<file path="config.mk">
export PLATFORM = sky130hd
export DESIGN_NAME = fan_light_sequencer
export DESIGN_NICKNAME = d
export VERILOG_FILES = /design/src/rtl/fan_light_sequencer.sv
export SDC_FILE = /design/constraint.sdc
export NUM_CORES = 1
export LEC_CHECK = 0
export ABC_AREA = 1
export CAP_MARGIN = 20
export CORE_MARGIN = 4
export CORE_UTILIZATION = 50
export CTS_CLUSTER_SIZE = 28
export DETAILED_ROUTE_END_ITERATION = 8
export PLACE_DENSITY = 0.74
export SLEW_MARGIN = 0
export SYNTH_ARGS = -nofsm -noshare
export SYNTH_HDL_FRONTEND = slang
export SYNTH_SLANG_ARGS = --single-unit
</file>
<file path="constraint.sdc">
create_clock -name i_clk -period 1.76 [get_ports i_clk]
set_input_delay 0.264 -clock i_clk [delete_from_list [all_inputs] [get_ports i_clk]]
set_output_delay 0.264 -clock i_clk [all_outputs]
set_load 0.02 [all_outputs]
</file>
<file path="src/rtl/fan_light_sequencer.sv">
// fan_light_sequencer: drives the fan-level bar LEDs and the timer indicator LED.
//   The fan bar ramps one LED per animation tick toward the selected level.
//   The timer LED is steady while running, blinks in the warning window and
//   flashes a fixed-length alert when the timer expires.
// Optional feature macro: LIGHT_DIM_EN (adds i_dim, 25% duty PWM dimming of the LEDs).
// Ports:
//   i_clk           system clock
//   i_reset         synchronous active-high reset
//   i_fan_on        fan enabled
//   i_level         selected fan level, 0..NUM_LEVELS valid
//   i_timer_on      timer running
//   i_timer_remain  timer remaining count (seconds)
//   i_dim           (LIGHT_DIM_EN only) dim the LEDs to 25% duty
//   o_fanlight      thermometer bar, bit0 = level 1
//   o_timerlight    timer indicator LED
//   o_alert         high while the expiry alert sequence runs
module fan_light_sequencer #(
  parameter int unsigned NUM_LEVELS   = 3,
  parameter int unsigned LVL_W        = 4,
  parameter int unsigned REM_W        = 8,
  parameter int unsigned TICK_DIV     = 100000,
  parameter int unsigned BLINK_TICKS  = 250,
  parameter int unsigned DONE_FLASHES = 3,
  parameter int unsigned WARN_LEVEL   = 5
) (
  input  logic                  i_clk,
  input  logic                  i_reset,
  input  logic                  i_fan_on,
  input  logic [LVL_W-1:0]      i_level,
  input  logic                  i_timer_on,
  input  logic [REM_W-1:0]      i_timer_remain,
`ifdef LIGHT_DIM_EN
  input  logic                  i_dim,
`endif
  output logic [NUM_LEVELS-1:0] o_fanlight,
  output logic                  o_timerlight,
  output logic                  o_alert
);

  localparam int unsigned PRE_W = (TICK_DIV > 1) ? $clog2(TICK_DIV) : 1;
  localparam int unsigned CNT_W = $clog2(NUM_LEVELS + 1);
  localparam int unsigned BLK_W = (BLINK_TICKS > 1) ? $clog2(BLINK_TICKS) : 1;
  localparam int unsigned FLS_W = $clog2(2 * DONE_FLASHES + 1);

  // Animation tick prescaler, free-running from reset.
  logic [PRE_W-1:0] pre_q;
  logic             tick_c;

  assign tick_c = (pre_q == PRE_W'(TICK_DIV - 1));

  always_ff @(posedge i_clk) begin
    if (i_reset || tick_c) pre_q <= '0;
    else                   pre_q <= pre_q + PRE_W'(1);
  end

  // Fan target: out-of-range levels or fan off collapse to 0.
  logic [CNT_W-1:0] target_c;
  logic [CNT_W-1:0] cnt_q;
  logic [CNT_W-1:0] cnt_next_c;
  logic             level_ok_c;

  always_comb begin
    level_ok_c = (i_level != '0) && (32'(i_level) <= NUM_LEVELS);
    target_c   = '0;
    if (i_fan_on && level_ok_c) target_c = CNT_W'(i_level);
  end

  // One step per tick toward the target; a new target redirects from the current count.
  always_comb begin
    cnt_next_c = cnt_q;
    if (tick_c) begin
      if (cnt_q < target_c)      cnt_next_c = cnt_q + CNT_W'(1);
      else if (cnt_q > target_c) cnt_next_c = cnt_q - CNT_W'(1);
    end
  end

  function automatic logic [NUM_LEVELS-1:0] thermo(input logic [CNT_W-1:0] c);
    logic [NUM_LEVELS-1:0] t;
    t = '0;
    for (int unsigned i = 0; i < NUM_LEVELS; i++) t[i] = (32'(c) > i);
    return t;
  endfunction

  logic [NUM_LEVELS-1:0] bar_q;

  always_ff @(posedge i_clk) begin
    if (i_reset) begin
      cnt_q <= '0;
      bar_q <= '0;
    end else begin
      cnt_q <= cnt_next_c;
      bar_q <= thermo(cnt_next_c);
    end
  end

  // Timer indicator FSM with registered light/alert.
  typedef enum logic [1:0] {T_OFF, T_ON, T_WARN, T_DONE} t_state_e;

  t_state_e         t_state_q;
  logic             phase_q;
  logic [BLK_W-1:0] blink_q;
  logic [FLS_W-1:0] flash_q;
  logic             light_q;
  logic             alert_q;
  logic             rem_zero_c;
  logic             rem_warn_c;

  assign rem_zero_c = (i_timer_remain == '0);
  assign rem_warn_c = (i_timer_remain <= REM_W'(WARN_LEVEL));

  always_ff @(posedge i_clk) begin
    if (i_reset) begin
      t_state_q <= T_OFF;
      phase_q   <= 1'b0;
      blink_q   <= '0;
      flash_q   <= '0;
      light_q   <= 1'b0;
      alert_q   <= 1'b0;
    end else begin
      case (t_state_q)
        T_OFF: begin
          if (i_timer_on && !rem_zero_c) begin
            light_q <= 1'b1;
            if (rem_warn_c) begin
              t_state_q <= T_WARN;
              phase_q   <= 1'b1;
              blink_q   <= '0;
            end else begin
              t_state_q <= T_ON;
            end
          end
        end
        // Shared exit priority: timer off, then expiry, then warn/on window.
        T_ON, T_WARN: begin
          if (!i_timer_on) begin
            t_state_q <= T_OFF;
            light_q   <= 1'b0;
          end else if (rem_zero_c) begin
            t_state_q <= T_DONE;
            phase_q   <= 1'b1;
            flash_q   <= '0;
            light_q   <= 1'b1;
            alert_q   <= 1'b1;
          end else if (!rem_warn_c) begin
            t_state_q <= T_ON;
            light_q   <= 1'b1;
          end else if (t_state_q == T_ON) begin
            t_state_q <= T_WARN;
            phase_q   <= 1'b1;
            blink_q   <= '0;
            light_q   <= 1'b1;
          end else if (tick_c) begin
            if (blink_q == BLK_W'(BLINK_TICKS - 1)) begin
              phase_q <= !phase_q;
              light_q <= !phase_q;
              blink_q <= '0;
            end else begin
              blink_q <= blink_q + BLK_W'(1);
            end
          end
        end
        // Alert runs to completion regardless of timer inputs.
        T_DONE: begin
          if (tick_c) begin
            if (flash_q == FLS_W'(2 * DONE_FLASHES - 1)) begin
              t_state_q <= T_OFF;
              phase_q   <= 1'b0;
              flash_q   <= '0;
              light_q   <= 1'b0;
              alert_q   <= 1'b0;
            end else begin
              phase_q <= !phase_q;
              light_q <= !phase_q;
              flash_q <= flash_q + FLS_W'(1);
            end
          end
        end
        default: begin
          t_state_q <= T_OFF;
          light_q   <= 1'b0;
          alert_q   <= 1'b0;
        end
      endcase
    end
  end

`ifdef LIGHT_DIM_EN
  // Dimming gate is high on the cycle after the PWM counter wraps to 0.
  logic [1:0] pwm_q;
  logic       gate_q;

  always_ff @(posedge i_clk) begin
    if (i_reset) begin
      pwm_q  <= 2'd0;
      gate_q <= 1'b1;
    end else begin
      pwm_q  <= pwm_q + 2'd1;
      gate_q <= !i_dim || (pwm_q == 2'd3);
    end
  end

  assign o_fanlight   = bar_q & {NUM_LEVELS{gate_q}};
  assign o_timerlight = light_q & gate_q;
`else
  assign o_fanlight   = bar_q;
  assign o_timerlight = light_q;
`endif

  assign o_alert = alert_q;

endmodule

</file>
### Yosys cells after proc, flatten, opt, wreduce, memory -nomap -nowiden

Index checks and enable logic that the tools add are counted.

* bits in read-only memories: 0
* flip-flop bits (word level): 38
* memory bits (writable): 0
* bits in latches: 0
* output and inout port bits: 5
* bits of input ports: 16
* memories kept: 0
* word-level logic and storage cells: 108

* reductions and logical operators: 18
* multiply operators: 0
* mux-type cells: 48
* eq/ne operators: 21
* add/subtract/negate cells: 5
* bitwise operators: 0
* divide/modulo/power cells: 0
* magnitude comparators: 7
* shift operators: 0

Operator list (number)
* $mux 8: 8
* $mux 2: 12
* $mux 1: 18
* $add 17x1->17 const B: 1
* $eq 17x17->1 const B: 1
* $ne 2x2->1 const B: 8
* $pmux 8 s2: 1
* $reduce_and 7->1: 2
* $mux 3: 4
* $ne 6x6->1 const B: 2
* $reduce_and 4->1: 3
* $add 8x1->8 const B: 1
* $eq 8x8->1 const B: 1
* $le 8x3->1 const B: 1
* $logic_not 8->1: 1
* $ne 4x4->1 const B: 2
* $ne 3x3->1 const B: 2
* $pmux 1 s3: 2
* $pmux 2 s3: 1
* $pmux 3 s2: 1
* $ne 5x5->1 const B: 1
* $reduce_and 5->1: 1
* $eq 2x2->1 const B: 2
* $gt 2x1->1 const B: 2
* 17 further kinds: 21

### Logic depth before layout (Yosys ltp)

Gate-level depths: netlist (run 1).

* word-level depth: 9
* mapped depth: 11
* gate-level depth less buffers: 11

### Worst setup path before layout (run 1)

No wires, ideal clock.

* path kind: register to register
* start point: register t_state_q[0]
* end point: register blink_q[0]
* library setup time: 113 ps
* stages on the path, launching flop included: 10
* setup slack: 60 ps
* clock period less this slack: 1700 ps
* buffers on the path: 0
* data arrival time: 1586 ps
* cell sequence: dfxtp_1 -> inv_1 -> ha_1 -> nor2_1 -> nor3_1 -> nand2_1 -> a21oi_4 -> nand3_1 -> nand2_1 -> nor2_1

* cells in the longest elaborated chain, start to end: 6
* elaborated cells between the ends (all ways): 17
* classes of those cells: eq/ne (8); mux (5); reduce/logical (4)

RTL lines
* start: declaration: line 99 `t_state_e t_state_q;`
* start signal: assignment: line 113 `t_state_q <= T_OFF;`
* start signal: assignment: line 125 `t_state_q <= T_WARN;`
* start signal: assignment: line 129 `t_state_q <= T_ON;`
* $eq 2x1->1: line 120, 147
* $mux 8: line 147 `end else if (t_state_q == T_ON) begin`
* $mux 8: line 144 `end else if (!rem_warn_c) begin`
* $mux 8: line 138 `end else if (rem_zero_c) begin`
* $mux 8: line 135 `if (!i_timer_on) begin`
* $pmux 8 s2: line 120 `case (t_state_q)`
* end signal: assignment: line 158 `blink_q <= blink_q + BLK_W'(1);`
* end: declaration: line 101 `logic [BLK_W-1:0] blink_q;`

Parallel ways exist; a longest one is shown, timed or not. The select of a mux whose other input is x is not followed.
A chain may end at the register's enable or synchronous reset.

### Worst setup path after layout (run 1)

* start point: input port i_level[2]
* end point: register bar_q[0], in the netlist o_fanlight[0]

* cells in the longest elaborated chain, start to end: 9
* elaborated cells between the ends (all ways): 11
* classes of those cells: order compare (4); mux (4); reduce/logical (3)

RTL lines
* start: declaration: line 29 `input logic [LVL_W-1:0] i_level,`
* $le 4x2->1 or $reduce_bool 4->1 (tied branches): line 63 `level_ok_c = (i_level != '0) && (32'(i_level) <= NUM_LEVELS);`
* $logic_and 1x1->1 *: line 63
* $logic_and 1x1->1 *: line 65 `if (i_fan_on && level_ok_c) target_c = CNT_W'(i_level);`
* $mux 2 *: line 65
* $gt 2x2->1: line 73 `else if (cnt_q > target_c) cnt_next_c = cnt_q - CNT_W'(1);`
* $mux 2: line 73
* $mux 2 *: line 72 `if (cnt_q < target_c) cnt_next_c = cnt_q + CNT_W'(1);`
* $mux 2 *: line 71 `if (tick_c) begin`
* $gt 2x1->1 *: line 80 `for (int unsigned i = 0; i < NUM_LEVELS; i++) t[i] = (32'(c) > i);`
* end signal: assignment: line 92 `bar_q <= thermo(cnt_next_c);`
* end: declaration: line 84 `logic [NUM_LEVELS-1:0] bar_q;`

Mark *: on every way between the ends. The rest lies on a longest branch, timed or not.

==> results.py, run 1 <==
metrics = {
    "status": {
        "status": "finished, final reports clean",
    },
    "floorplan": {
        "floorplan.core_area_sq_um": 4380,
        "floorplan.initialDensity_pct": 52.3,
        "dieWidth_um": 75.7,
        "die-height_um": 75.7,
        "io_pins": 21,
        "floorplan_row_count": 24,
        "design.die.area_sq_um": 5730,
    },
    "clock_tree": {
        "cts.sink_count": 37,
        "htree_levels": 2,
        "cts_tree": "done",
        "clk_pin_slew_ns": 0.08,
        "clk_path_buf_depth": 2,
        "cts.root.buffer_cell": "sky130_fd_sc_hd__clkbuf_8",
        "tritoncts.num_buffers": 5,
        "number_of_hold_repair_buffers_added_at_the_cts_stage": 0,
        "clkLatencyLatePin_ns": 0.29,
    },
    "synthesis": {
        "syn_area_sq_um": 2290,
        "yosys_register_bits": 37,
        "asyncSetResetFlopFracSynth_pct": 0,
        "seq_area_frac_synth_pct": 32.3,
        "syn-num-nets": 379,
        "top_reg_cell_synth": "sky130_fd_sc_hd__dfxtp_1",
        "yosys_warnings": 0,
        "yosys.cell_types.count": 34,
        "avgSynthCellArea_sq_um": 6.48,
        "synth_edf_count": 0,
        "synthesis.instances": 354,
    },
    "detailed_routing": {
        "wire_per_inst_um": 11.4,
        "routed_via_density": 5.08,
        "initialDrtViolationCount": 144,
        "routed_wirelength_um": 5130,
        "drt_first_pass_iters": 6,
        "final_antenna_net_count": 0,
        "drc_errors": 0,
        "route.vias.total": 2292,
    },
    "timing": {
        "final-max-slew-violation-count": 0,
        "unrepaired_setup_endpoints_after_global_routing": "yes",
        "final_critical_path_setup_slack_ns": 0.0958,
        "max_slew_margin_vs_limit_pct": 76.9,
        "final-setup-viol-count": 0,
        "period_minus_slack_ns": 1.66,
        "achievable-frequency_mhz": 601,
        "layout_worst_path_cycle_share_pct": 94.6,
        "worst-slew-pin-transition_ns": 0.344,
        "hold_viol_final": 0,
        "worst_setup_skew_after_layout_ns": 0.00954,
    },
    "final_layout": {
        "nNetsFinal": 423,
        "filler_cell_count": 385,
        "multi_input_area_sq_um": 1400,
        "register_area_sq_um": 744,
        "fin_util_pct": 65.8,
        "final_cell_count_no_fill": 451,
        "area_growth_syn_to_layout_pct": 25.8,
        "num_antenna_cells": 0,
        "drive_gt1_share_pct": 16.5,
    },
    "setup_path": {
        "rrSetupSlack_ns": 0.11,
        "setup.worst_path.class": "in -> reg",
        "start_kind": "input port",
        "arrival_ns": 1.84,
        "critical_path_required_ns": 1.93,
        "r2r_cells": 10,
        "critical_path_peak_fanout": 2,
        "crit_path_end_kind": "flip-flop",
    },
    "run": {
        "cap_violations": 0,
    },
    "placed_design": {
        "dpl.hpwl_um": 3780,
        "place.port_buffers": 20,
        "worst_slack_after_detailed_placement_ns": -0.397,
        "placed_cells_incl_taps": 440,
        "place.gp.congestion": 0.875,
    },
    "global_route": {
        "number_of_antenna_violations_at_the_first_check_in_global_routing": 0,
        "grt_pass1_wl_um": 8420,
        "grt_pass1_vias": 2005,
        "grt_max_degree": 12,
        "global_route.overflow_total": 0,
        "groute.usage.overall_pct": 19.2,
    },
    "worst_hold_path": {
        "hold_path.class": "reg -> reg",
        "min_delay_path_depth": 2,
    },
    "power_and_ir_drop": {
        "power.static_leakage_uw": 0.00121,
        "powerDensity_nw_per_um2": 843,
        "vdd_drop_max_uv": 785,
    },
}
[sequential cells by signal, summed over array words and instances, names as in the netlist]
name and flops:
o_fanlight 3, o_timerlight 1, t_state_q 2, pre_q 17, blink_q 8, flash_q 3
phase_q 1, cnt_q 1, o_alert 1
[worst max-delay path: stages]
cell and delay [ns]:
sky130_fd_sc_hd__dlygate4sd2_1 0.23, sky130_fd_sc_hd__nor2_1 0.13, sky130_fd_sc_hd__nand4_1 0.10, sky130_fd_sc_hd__ha_1 0.31, sky130_fd_sc_hd__inv_1 0.05, sky130_fd_sc_hd__o21bai_2 0.16, sky130_fd_sc_hd__xor2_1 0.30, sky130_fd_sc_hd__o21bai_2 0.12
sky130_fd_sc_hd__nand3_1 0.11, sky130_fd_sc_hd__nand2_1 0.06
[report_power, final]
group | total (uW) | internal (uW) | switching [uW]
combinational | 941 | 416 | 525
clock | 572 | 274 | 297
sequential | 919 | 889 | 30.6
[logic make-up after synthesis]
group	Yosys count	synth area share, %
buffers and inverters	55	9.55
flip-flops	37	32.3
XOR/XNOR	3	1.15
AND/OR/NAND/NOR	208	41.4
AO/OA/AOI/OAI	42	10.7
adder cells (fa/ha/maj)	9	4.91
[cell usage after synthesis, types with 2 or more instances]
library cell / count / area (sq um)
sky130_fd_sc_hd__nand2_1: 78 / 293
sky130_fd_sc_hd__nor2_1: 50 / 188
sky130_fd_sc_hd__inv_1: 46 / 173
sky130_fd_sc_hd__nand3_1: 38 / 190
sky130_fd_sc_hd__dfxtp_1: 37 / 741
sky130_fd_sc_hd__a21oi_1: 21 / 105
sky130_fd_sc_hd__nor3_1: 12 / 60.1
sky130_fd_sc_hd__o21ai_0: 10 / 50.1
sky130_fd_sc_hd__ha_1: 9 / 113
sky130_fd_sc_hd__nand4_1: 8 / 50.1
sky130_fd_sc_hd__o21bai_1: 5 / 37.5
sky130_fd_sc_hd__nand2_2: 4 / 25.0
sky130_fd_sc_hd__or2_2: 4 / 25.0
sky130_fd_sc_hd__or2_0: 3 / 18.8
sky130_fd_sc_hd__buf_2: 2 / 10.0
sky130_fd_sc_hd__buf_4: 2 / 15.0
sky130_fd_sc_hd__clkbuf_2: 2 / 10.0
sky130_fd_sc_hd__inv_2: 2 / 7.51
sky130_fd_sc_hd__nor2_2: 2 / 12.5
sky130_fd_sc_hd__nor3_2: 2 / 20.0
sky130_fd_sc_hd__nor3b_1: 2 / 15.0
sky130_fd_sc_hd__o21a_1: 2 / 15.0
sky130_fd_sc_hd__xor2_1: 2 / 17.5
[through the flow]
step | total power [uW] | hold slack, ns | TNS, ns | instance area [sq um]
after CTS | 2400 | 0.481 | 0 | 2810
after global routing | 2590 | 0.493 | -0.0593 | 2890
final | 2430 | 0.477 | 0 | 2890
after detailed placement | 1790 | 0.468 | -2.48 | 2690
after floorplan | 1440 | 0.430 | 0 | 2290
after global placement | 1780 | 0.455 | -1.66 | 2690
[final cells by class]
type                            count  share of cell area (%)
Clock inverter                      2                   0.347
Tap cell                           52                    2.25
Inverter                           49                    6.37
Multi-Input combinational cell    262                    48.5
Clock buffer                        6                    2.52
Timing Repair Buffer               43                    14.2
Sequential cell                    37                    25.8
[path summary, 6_finish.rpt]
check | from | end
worst max-delay path | i_level[2] | o_fanlight[0]$_SDFF_PP0_
worst min-delay path | blink_q[7]$_SDFFE_PP0P_ | blink_q[7]$_SDFFE_PP0P_
worst max register to register | pre_q[0]$_SDFF_PP0_ | blink_q[1]$_SDFFE_PP0P_
worst min register to register | blink_q[7]$_SDFFE_PP0P_ | blink_q[7]$_SDFFE_PP0P_
[layout by cell type, fill, tap and decap left out, types with 4 or more instances in the layout]
master	instances
sky130_fd_sc_hd__inv_2	4
sky130_fd_sc_hd__dfxtp_1	34
sky130_fd_sc_hd__a21oi_1	21
sky130_fd_sc_hd__dlygate4sd2_1	5
sky130_fd_sc_hd__clkdlybuf4s50_1	15
sky130_fd_sc_hd__nand3_1	37
sky130_fd_sc_hd__ha_1	7
sky130_fd_sc_hd__nor3_1	11
sky130_fd_sc_hd__nand2_1	74
sky130_fd_sc_hd__clkbuf_8	5
sky130_fd_sc_hd__nand4_1	8
sky130_fd_sc_hd__nand2_2	8
sky130_fd_sc_hd__o21ai_0	9
sky130_fd_sc_hd__buf_4	20
sky130_fd_sc_hd__nor2_1	49
sky130_fd_sc_hd__inv_1	44
[layer usage]
| metal | GRT usage, % | vias up | share of wire, % |
|---|---|---|---|
| met3 | 5.15 | 6 | 3.7 |
| met5 | 0 | - | 0 |
| met1 | 23.9 | 1012 | 47 |
| li1 | - | 1238 | - |
| met2 | 32.2 | 36 | 48 |
| met4 | 6.02 | 0 | 1.3 |
[repair_timing]
item,CTS,global route
resized for setup,8,18
setup buffers,2,0
cloned,0,1
endpoints found under the setup margin,12,18
pin swaps,8,8
Note: power is estimated with default switching activity, not from simulation.
==> run 2: changes to the inputs <==
ABC_CLOCK_PERIOD_IN_PS = 1760   (was default)
==> results of run 2 <==
Final layout, timing and power as in run 1 (identical DEF).
